**src/rtl/sram_req_arbiter.sv**
```systemverilog
// ---------------------------------------------------------------------------
// sram_req_arbiter
//
// Shares the single SRAM-like request port of the AXI bridge between the
// instruction-fetch and data-access requesters. One requester is chosen per
// transaction and the grant is locked until the address handshake finishes.
// Every accepted transaction leaves a {src, wr} tag in an in-order FIFO so the
// in-order responses can be steered back to their owner. Data reads are held
// off while any data write is still unanswered, and an instruction request
// that keeps losing is eventually forced to win.
//
// Ports
//   aclk, areset                 clock, synchronous active-high reset
//   inst_* / data_* (inputs)     requester req, wr, size, wstrb, addr, wdata
//   inst_/data_addr_ok           address accepted for that requester
//   inst_/data_data_ok           response returned to that requester
//   inst_/data_rdata             read data, straight copy of m_rdata
//   m_req .. m_wdata             request toward the bridge (0 when idle)
//   m_addr_ok, m_data_ok         bridge address accept / in-order response
//   m_rdata                      bridge read data
//   err                          sticky: response seen with nothing pending
// ---------------------------------------------------------------------------
module sram_req_arbiter #(
    parameter int OUTSTANDING  = 2,
    parameter int STARVE_LIMIT = 4
) (
    input  logic        aclk,
    input  logic        areset,

    input  logic        inst_req,
    input  logic        inst_wr,
    input  logic [1:0]  inst_size,
    input  logic [3:0]  inst_wstrb,
    input  logic [31:0] inst_addr,
    input  logic [31:0] inst_wdata,
    output logic        inst_addr_ok,
    output logic        inst_data_ok,
    output logic [31:0] inst_rdata,

    input  logic        data_req,
    input  logic        data_wr,
    input  logic [1:0]  data_size,
    input  logic [3:0]  data_wstrb,
    input  logic [31:0] data_addr,
    input  logic [31:0] data_wdata,
    output logic        data_addr_ok,
    output logic        data_data_ok,
    output logic [31:0] data_rdata,

    output logic        m_req,
    output logic        m_wr,
    output logic [1:0]  m_size,
    output logic [3:0]  m_wstrb,
    output logic [31:0] m_addr,
    output logic [31:0] m_wdata,
    input  logic        m_addr_ok,
    input  logic        m_data_ok,
    input  logic [31:0] m_rdata,

    output logic        err
);

    localparam int CW = $clog2(OUTSTANDING + 1);
    localparam int PW = (OUTSTANDING > 1) ? $clog2(OUTSTANDING) : 1;
    localparam int SW = $clog2(STARVE_LIMIT + 2);

    localparam logic SRC_INST = 1'b0;
    localparam logic SRC_DATA = 1'b1;

    typedef enum logic {
        IDLE = 1'b0,
        HOLD = 1'b1
    } state_t;

    state_t          state, state_nxt;
    logic            gsel;
    logic            sel;

    logic [CW-1:0]   count;
    logic [CW-1:0]   wr_cnt;
    logic [PW-1:0]   rd_ptr;
    logic [PW-1:0]   wr_ptr;
    logic            fifo_src [OUTSTANDING];
    logic            fifo_wr  [OUTSTANDING];
    logic [SW-1:0]   starve_cnt;

    logic            full;
    logic            empty;
    logic            inst_elig;
    logic            data_elig;
    logic            inst_starved;
    logic            push;
    logic            pop;
    logic            head_src;
    logic            head_wr;

    function automatic logic [PW-1:0] ptr_inc(input logic [PW-1:0] p);
        return (p == PW'(OUTSTANDING - 1)) ? '0 : p + 1'b1;
    endfunction

    always_comb begin
        full         = (count == CW'(OUTSTANDING));
        empty        = (count == '0);
        inst_elig    = inst_req & ~full;
        // A read must not overtake an unanswered write; writes may queue.
        data_elig    = data_req & (data_wr | (wr_cnt == '0)) & ~full;
        inst_starved = (starve_cnt >= SW'(STARVE_LIMIT));
    end

    // Winner selection and FSM next state.
    always_comb begin
        sel       = SRC_INST;
        m_req     = 1'b0;
        state_nxt = state;
        case (state)
            IDLE: begin
                if (inst_elig && inst_starved) begin
                    sel   = SRC_INST;
                    m_req = 1'b1;
                end else if (data_elig) begin
                    sel   = SRC_DATA;
                    m_req = 1'b1;
                end else if (inst_elig) begin
                    sel   = SRC_INST;
                    m_req = 1'b1;
                end
                if (m_req && !m_addr_ok) begin
                    state_nxt = HOLD;
                end
            end
            HOLD: begin
                // Locked source may withdraw; we keep the lock regardless.
                sel   = gsel;
                m_req = (gsel == SRC_DATA) ? data_req : inst_req;
                if (m_addr_ok) begin
                    state_nxt = IDLE;
                end
            end
            default: state_nxt = IDLE;
        endcase
    end

    always_comb begin
        m_wr    = m_req & ((sel == SRC_DATA) ? data_wr : inst_wr);
        m_size  = m_req ? ((sel == SRC_DATA) ? data_size  : inst_size)  : '0;
        m_wstrb = m_req ? ((sel == SRC_DATA) ? data_wstrb : inst_wstrb) : '0;
        m_addr  = m_req ? ((sel == SRC_DATA) ? data_addr  : inst_addr)  : '0;
        m_wdata = m_req ? ((sel == SRC_DATA) ? data_wdata : inst_wdata) : '0;

        push         = m_req & m_addr_ok;
        inst_addr_ok = push & (sel == SRC_INST);
        data_addr_ok = push & (sel == SRC_DATA);

        head_src     = fifo_src[rd_ptr];
        head_wr      = fifo_wr[rd_ptr];
        // A response with an empty FIFO is dropped here and flagged via err.
        pop          = m_data_ok & ~empty;
        inst_data_ok = pop & (head_src == SRC_INST);
        data_data_ok = pop & (head_src == SRC_DATA);

        inst_rdata   = m_rdata;
        data_rdata   = m_rdata;
    end

    always_ff @(posedge aclk) begin
        if (areset) begin
            state      <= IDLE;
            gsel       <= SRC_INST;
            count      <= '0;
            wr_cnt     <= '0;
            rd_ptr     <= '0;
            wr_ptr     <= '0;
            starve_cnt <= '0;
            err        <= 1'b0;
        end else begin
            state <= state_nxt;
            if (state == IDLE && state_nxt == HOLD) begin
                gsel <= sel;
            end

            if (push) begin
                wr_ptr <= ptr_inc(wr_ptr);
            end
            if (pop) begin
                rd_ptr <= ptr_inc(rd_ptr);
            end
            count  <= count + CW'(push) - CW'(pop);
            wr_cnt <= wr_cnt + CW'(push & m_wr) - CW'(pop & head_wr);

            if (!inst_req || (m_req && sel == SRC_INST)) begin
                starve_cnt <= '0;
            end else if (!inst_starved) begin
                starve_cnt <= starve_cnt + 1'b1;
            end

            if (m_data_ok && empty) begin
                err <= 1'b1;
            end
        end
    end

    // Tag storage needs no reset: entries are only read behind valid count.
    always_ff @(posedge aclk) begin
        if (push) begin
            fifo_src[wr_ptr] <= sel;
            fifo_wr[wr_ptr]  <= m_wr;
        end
    end

endmodule
```
**config.mk**
```make
export PLATFORM = sky130hd
export DESIGN_NAME = sram_req_arbiter
export DESIGN_NICKNAME = d
export VERILOG_FILES = /design/src/rtl/sram_req_arbiter.sv
export SDC_FILE = /design/constraint.sdc
export NUM_CORES = 1
export LEC_CHECK = 0
export BUFFER_PORTS_ARGS = -buffer_cell sky130_fd_sc_hd__buf_2
export CAP_MARGIN = 5
export CORE_AREA = 2 2 124 126
export DETAILED_ROUTE_END_ITERATION = 8
export DIE_AREA = 0 0 126 128
export PLACE_DENSITY = 0.52
export SLEW_MARGIN = 5
export SYNTH_ARGS = -nofsm -noshare
export SYNTH_HDL_FRONTEND = slang
export SYNTH_SLANG_ARGS = --single-unit
```
**constraint.sdc**
```tcl
create_clock -name aclk -period 3.6 [get_ports aclk]
set_clock_uncertainty 0.05 [all_clocks]
set_input_delay 1.08 -clock aclk [delete_from_list [all_inputs] [get_ports aclk]]
set_output_delay 1.08 -clock aclk [all_outputs]
set_load 0.005 [all_outputs]
```
Word-level counts from Yosys, hierarchy flattened
Memory sizes are Yosys's and may differ from the RTL's. A register that Yosys moved wholly into a read port is not among the register bits.
Cells that the tools add are included.
- output and inout bits: 141
- ROM bits: 0
- bits in latches: 0
- memories: 2
- RAM bits: 4
- register bits after elaboration: 12
- bits of input ports: 180
- bitwise gates (word level): 18
- multiplexer cells: 29
- add/sub/neg operators: 7
- $lt $le $gt $ge: 1
- eq/ne operators: 1
- $mul: 0
- div/mod/pow operators: 0
- shift-type cells: 0
- reductions and logical operators: 11
- memories (name ; words ; bits a word ; rd ports ; clocked after memory_dff ; wr ports ; line ; text):
    fifo_src ; 2 ; 1 ; 1 ; 1 ; 1 ; 83 ; logic fifo_src [OUTSTANDING];
    fifo_wr ; 2 ; 1 ; 1 ; 1 ; 1 ; 84 ; logic fifo_wr [OUTSTANDING];
- operator list (operator ; count):
    $mux W32 ; 4
    $mux W1 ; 18
    $and A1 B1 Y1 ; 12
    $mux W4 ; 2
    $pmux W1 S2 ; 3
    $logic_and A1 B1 Y1 ; 5
    $not A1 Y1 ; 5
    $add A2 B1 Y2 ; 2
    $logic_not A2 Y1 ; 2
    $mux W2 ; 2
    $sub A2 B1 Y2 ; 2
    $add A3 B1 Y3 const B ; 1
    $ge A3 B3 Y1 const B ; 1
    $add A1 B1 Y1 const B ; 2
    $eq A2 B2 Y1 const B ; 1
    $logic_not A1 Y1 ; 2
    $reduce_or A2 Y1 ; 1
    $logic_or A1 B1 Y1 ; 1
    $or A1 B1 Y1 ; 1

Longest topological paths before layout
- word-level depth: 12
- mapped depth: 12

Worst setup path before layout
No wires, ideal clock.
- path type: input to output
- start: in inst_req
- end: out m_addr[14]
- stages: 7
- data arrival time: 2.132 ns
- path slack: 0.338 ns
- data required time: 2.470 ns
- buffers on the path: 3
- path through: buf_2 mux2i_1 nand2_2 buf_6 clkbuf_1 o211ai_1 mux2i_1
- word-level cells in the longest chain between the ends: 7
- elaborated cells between the ends (all ways): 12
- ends and longest elaborated chain (element ; line ; text):
    from (decl) ; 30 ; input logic inst_req,
    $and A1 B1 Y1 ; 104 ; inst_elig = inst_req & ~full;
    $mux W1 ; 123 ; end else if (inst_elig) begin
    $mux W1 ; 120 ; end else if (data_elig) begin
    $mux W1 ; 117 ; if (inst_elig && inst_starved) begin
    $mux W1 ; 115 ; case (state)
    $pmux W1 S2 ; 115 ;
    $mux W32 * ; 147 ; m_addr = m_req ? ((sel == SRC_DATA) ? data_addr : inst_addr) : '0;
    to (decl) ; 54 ; output logic [31:0] m_addr,
Mark *: on every way between the ends. The rest lies on a longest branch, timed or not. The select of a mux whose other input is x is not followed.

Final worst setup path
- start: in data_wr
- end: out m_wdata[17]
- word-level cells in the longest chain between the ends: 8
- elaborated cells between the ends (all ways): 12
- ends and longest elaborated chain (element ; line ; text):
    from (decl) ; 41 ; input logic data_wr,
    $or A1 B1 Y1 * ; 106 ; data_elig = data_req & (data_wr | (wr_cnt == '0)) & ~full;
    $and A1 B1 Y1 * (2 in series) ; 106 ;
    $mux W1 ; 120 ;
    $mux W1 ; 117 ;
    $pmux W1 S2 or $mux W1 (tied branches) ; 115 ;
    $mux W32 or $pmux W1 S2 (tied branches) ; 148, 115 ;
    $mux W32 * ; 148 ; m_wdata = m_req ? ((sel == SRC_DATA) ? data_wdata : inst_wdata) : '0;
    to (decl) ; 55 ; output logic [31:0] m_wdata,
Marked as above.

==> metrics.txt <==
number of I/O pins=321; crit path DAT=2.48 ns; Layout area overhead=36.6%; Startpoint Class=primary input; Syn Area/Cell=8.11 sq um; H-tree depth=1; CTS tree=yes; final number of setup-violating endpoints=1; Max FO, Critical Path=10; Slew @ Worst Pin=0.586 ns; TritonCTS sink count=17; PortBufs=224; Synth warnings=0; number of global-route vias before repair=3503; number of cell rows=45; clk buf depth=2; Synth Instances=428; Min Clock Period, post-route=3.61 ns; Tot GR Track Use=0.140; Root Driver=clkbuf_16; Hold Path Class=flip-flop to flip-flop; fin worst setup slack=-0.00851 ns; cell chain of the critical path=buf_8 -> o211a_4 -> a22oi_4 -> buf_12 -> clkbuf_16 -> mux2i_1 -> buf_2; final setup TNS=-0.00851 ns; initial antenna violation count=0; hold_buf cts=0; Overflow after GRT=0; post-synthesis adder-cell area fraction=0.0216; first-pass GRT wire length=18800 um; cts bufs inserted=3; Avg WL per Cell=17.4 um; largest family of logic cells by synthesized area=compound AO/OA/AOI/OAI gates; r2r startpoint=count[0]$_SDFF_PP0_; via/cell ratio=5.06; multi-input logic area=2300 sq um; Initial Util=0.234; Die Footprint=16100 sq um; r2r worst-path depth=12; critical path class=primary input to output pin; CP startpoint=data_wr; WL final=13200 um; outcome=complete, but fails checks; GPL Wtd Cong=0.766; Post-DP Area=4330 sq um; Syn Std Cell Area=3470 sq um; worst path required time=2.47 ns; mux cell area share after synthesis=0.220; sequential area share after synthesis=0.110; Max Freq=277 MHz; synthesized net count=614; hpwl dp=9520 um; max cap viols=0; Final Hold Fails=0; Register Area=380 sq um; RR Endpoint=wr_cnt[1]$_SDFF_PP0_; PwrDens=531 nW/um^2; slew margin rel.=0.605; vias=3838; Yosys reg bits=17; Worst-Skew Late Latency=0.26 ns; Worst-path clk slew=0.05 ns; First-pass DRT Iterations=4; Largest stage delay, worst path=0.36 ns; Tot Pwr=2.52 mW; Max rail drop VDD=0.191 mV; number of library cell types mapped by synthesis=38; crit share post-route=1.00; nets=758; Post-synth EDFFs=4; Post-synth ARST share=0; WHS=0.427 ns; Crit. End Element=output pin; CORE AREA=14900 sq um; # fillers=1609; Die X-Extent=126 um; Pins Over Slew Limit=0; largest net degree at the start of global routing=61; RSZ-0062 raised after global routing=true; Synth Area in Compound Gates=0.347; Residual DRC=0; fraction of layout cells with a size suffix above 1=0.490; DRT iter0 DRCs=177; failing checks=negative setup slack; # diodes=0; chip height=128 um; reg2reg setup slack=0.86 ns; P_leak=2.33 nW; worst setup path end=m_wdata[17]; Main synth FF type=dfxtp_1; post-synthesis xor/xnor area fraction=0.0151; Slowest-stage cell, CP=a22oi_4; Detail Route Antenna Nets=0; final instance area=4740 sq um; Post-Synth Simple-Gate Area=0.0468
worst min path at each step:
stage | endpoint | from | depth (start not counted)
after detailed placement | err$_SDFFE_PP0P_ | err$_SDFFE_PP0P_ | 2
after global placement | err$_SDFFE_PP0P_ | err$_SDFFE_PP0P_ | 2
after CTS | err$_SDFFE_PP0P_ | err$_SDFFE_PP0P_ | 2
final | err$_SDFFE_PP0P_ | err$_SDFFE_PP0P_ | 2
after floorplan | err$_SDFFE_PP0P_ | err$_SDFFE_PP0P_ | 2
after global routing | rd_ptr$_SDFFE_PP0P_ | rd_ptr$_SDFFE_PP0P_ | 2
flip-flops by register name, indices dropped and copies added (netlist names), named ones only:
name,flops
count,2
fifo_wr,2
rd_ptr,1
starve_cnt,3
wr_cnt,2
err,1
state,1
gsel,1
fifo_src,2
wr_ptr,1
layout by cell type (no fill, tap or decap), types with 3 or more instances in the layout:
cell / Yosys / final
a21oi_1: 5 / 5
buf_12: 0 / 12
buf_2: 17 / 222
buf_4: 66 / 18
clkbuf_16: 0 / 8
dfxtp_1: 13 / 13
edfxtp_1: 4 / 4
ha_1: 6 / 6
inv_1: 6 / 6
mux2i_1: 74 / 70
mux2i_2: 0 / 4
nand3_1: 3 / 3
nor2_1: 12 / 12
nor2b_1: 7 / 7
o211ai_1: 141 / 141
xnor2_1: 3 / 3
xor2_1: 3 / 3
report_power, final:
part	switching (mW)	leakage [nW]	internal (mW)
sequential	0.0337	0.144	0.245
combinational	0.998	2.15	1.01
clock	0.0842	0.0371	0.150
per-layer routing:
metal | track usage | routed length [um]
met5 | 0 | 0
met4 | 0.0220 | 96
met3 | 0.0334 | 950
met2 | 0.246 | 6620
met1 | 0.177 | 5540
layout make-up:
| class | instances | area share |
|---|---|---|
| tap | 188 | 0.0496 |
| inverter | 8 | 0.00686 |
| clock buffer | 3 | 0.0158 |
| timing repair buffer | 263 | 0.362 |
| sequential | 17 | 0.0802 |
| clock inverter | 1 | 0.00158 |
| multi-input combinational | 279 | 0.484 |
critical path, delay by kind of cell:
kind                   cells  cell delay, ns
AO/OA/AOI/OAI              2            0.61
multiplexers               1            0.19
buffers and inverters      4            0.58
through the flow:
| stage | setup WS [ns] | utilization | cells |
|---|---|---|---|
| 2_1_floorplan | 0.338 | - | 428 |
| 3_3_place_gp | -0.0539 | 0.291 | 737 |
| 3_5_place_dp | -0.0617 | 0.291 | 737 |
| 4_1_cts | -0.0459 | 0.299 | 742 |
| 5_1_grt | -0.0469 | 0.319 | 759 |
| 6_report | -0.00851 | 0.319 | 759 |
cell usage after synthesis, types with 2 or more instances:
master / n / share of area
buf_2: 17 / 0.025
inv_1: 6 / 0.0065
inv_2: 2 / 0.0022
dfxtp_1: 13 / 0.075
nor2_1: 12 / 0.013
nand2_1: 2 / 0.0022
ha_1: 6 / 0.022
edfxtp_1: 4 / 0.035
buf_4: 66 / 0.14
nor2b_1: 7 / 0.013
buf_1: 2 / 0.0022
clkbuf_1: 30 / 0.032
nand3_1: 3 / 0.0043
xor2_1: 3 / 0.0076
o211ai_1: 141 / 0.30
buf_6: 9 / 0.029
and2_1: 3 / 0.0054
a21boi_1: 2 / 0.0043
a21oi_1: 5 / 0.0072
o21ai_0: 2 / 0.0029
xnor2_1: 3 / 0.0076
mux2i_1: 74 / 0.21
logic make-up (layout without fill, tap and decap cells):
family | after synthesis | in the layout
AO/OA/AOI/OAI | 159 | 159
XOR/XNOR | 6 | 6
adder cells (fa/ha/maj) | 6 | 6
buffers and inverters | 132 | 275
flip-flops | 17 | 17
multiplexers | 76 | 76
AND/OR/NAND/NOR | 32 | 32
repair_timing:
action                                  4_1_cts  5_1_grt
endpoints found under the setup margin        8       60
pin swaps                                     0        3
resized for setup                             0       14
setup buffers                                 0       11
gates cloned                                  1        6
endpoints found under the hold margin         0        0
Note: power is estimated with default switching activity, not from simulation.
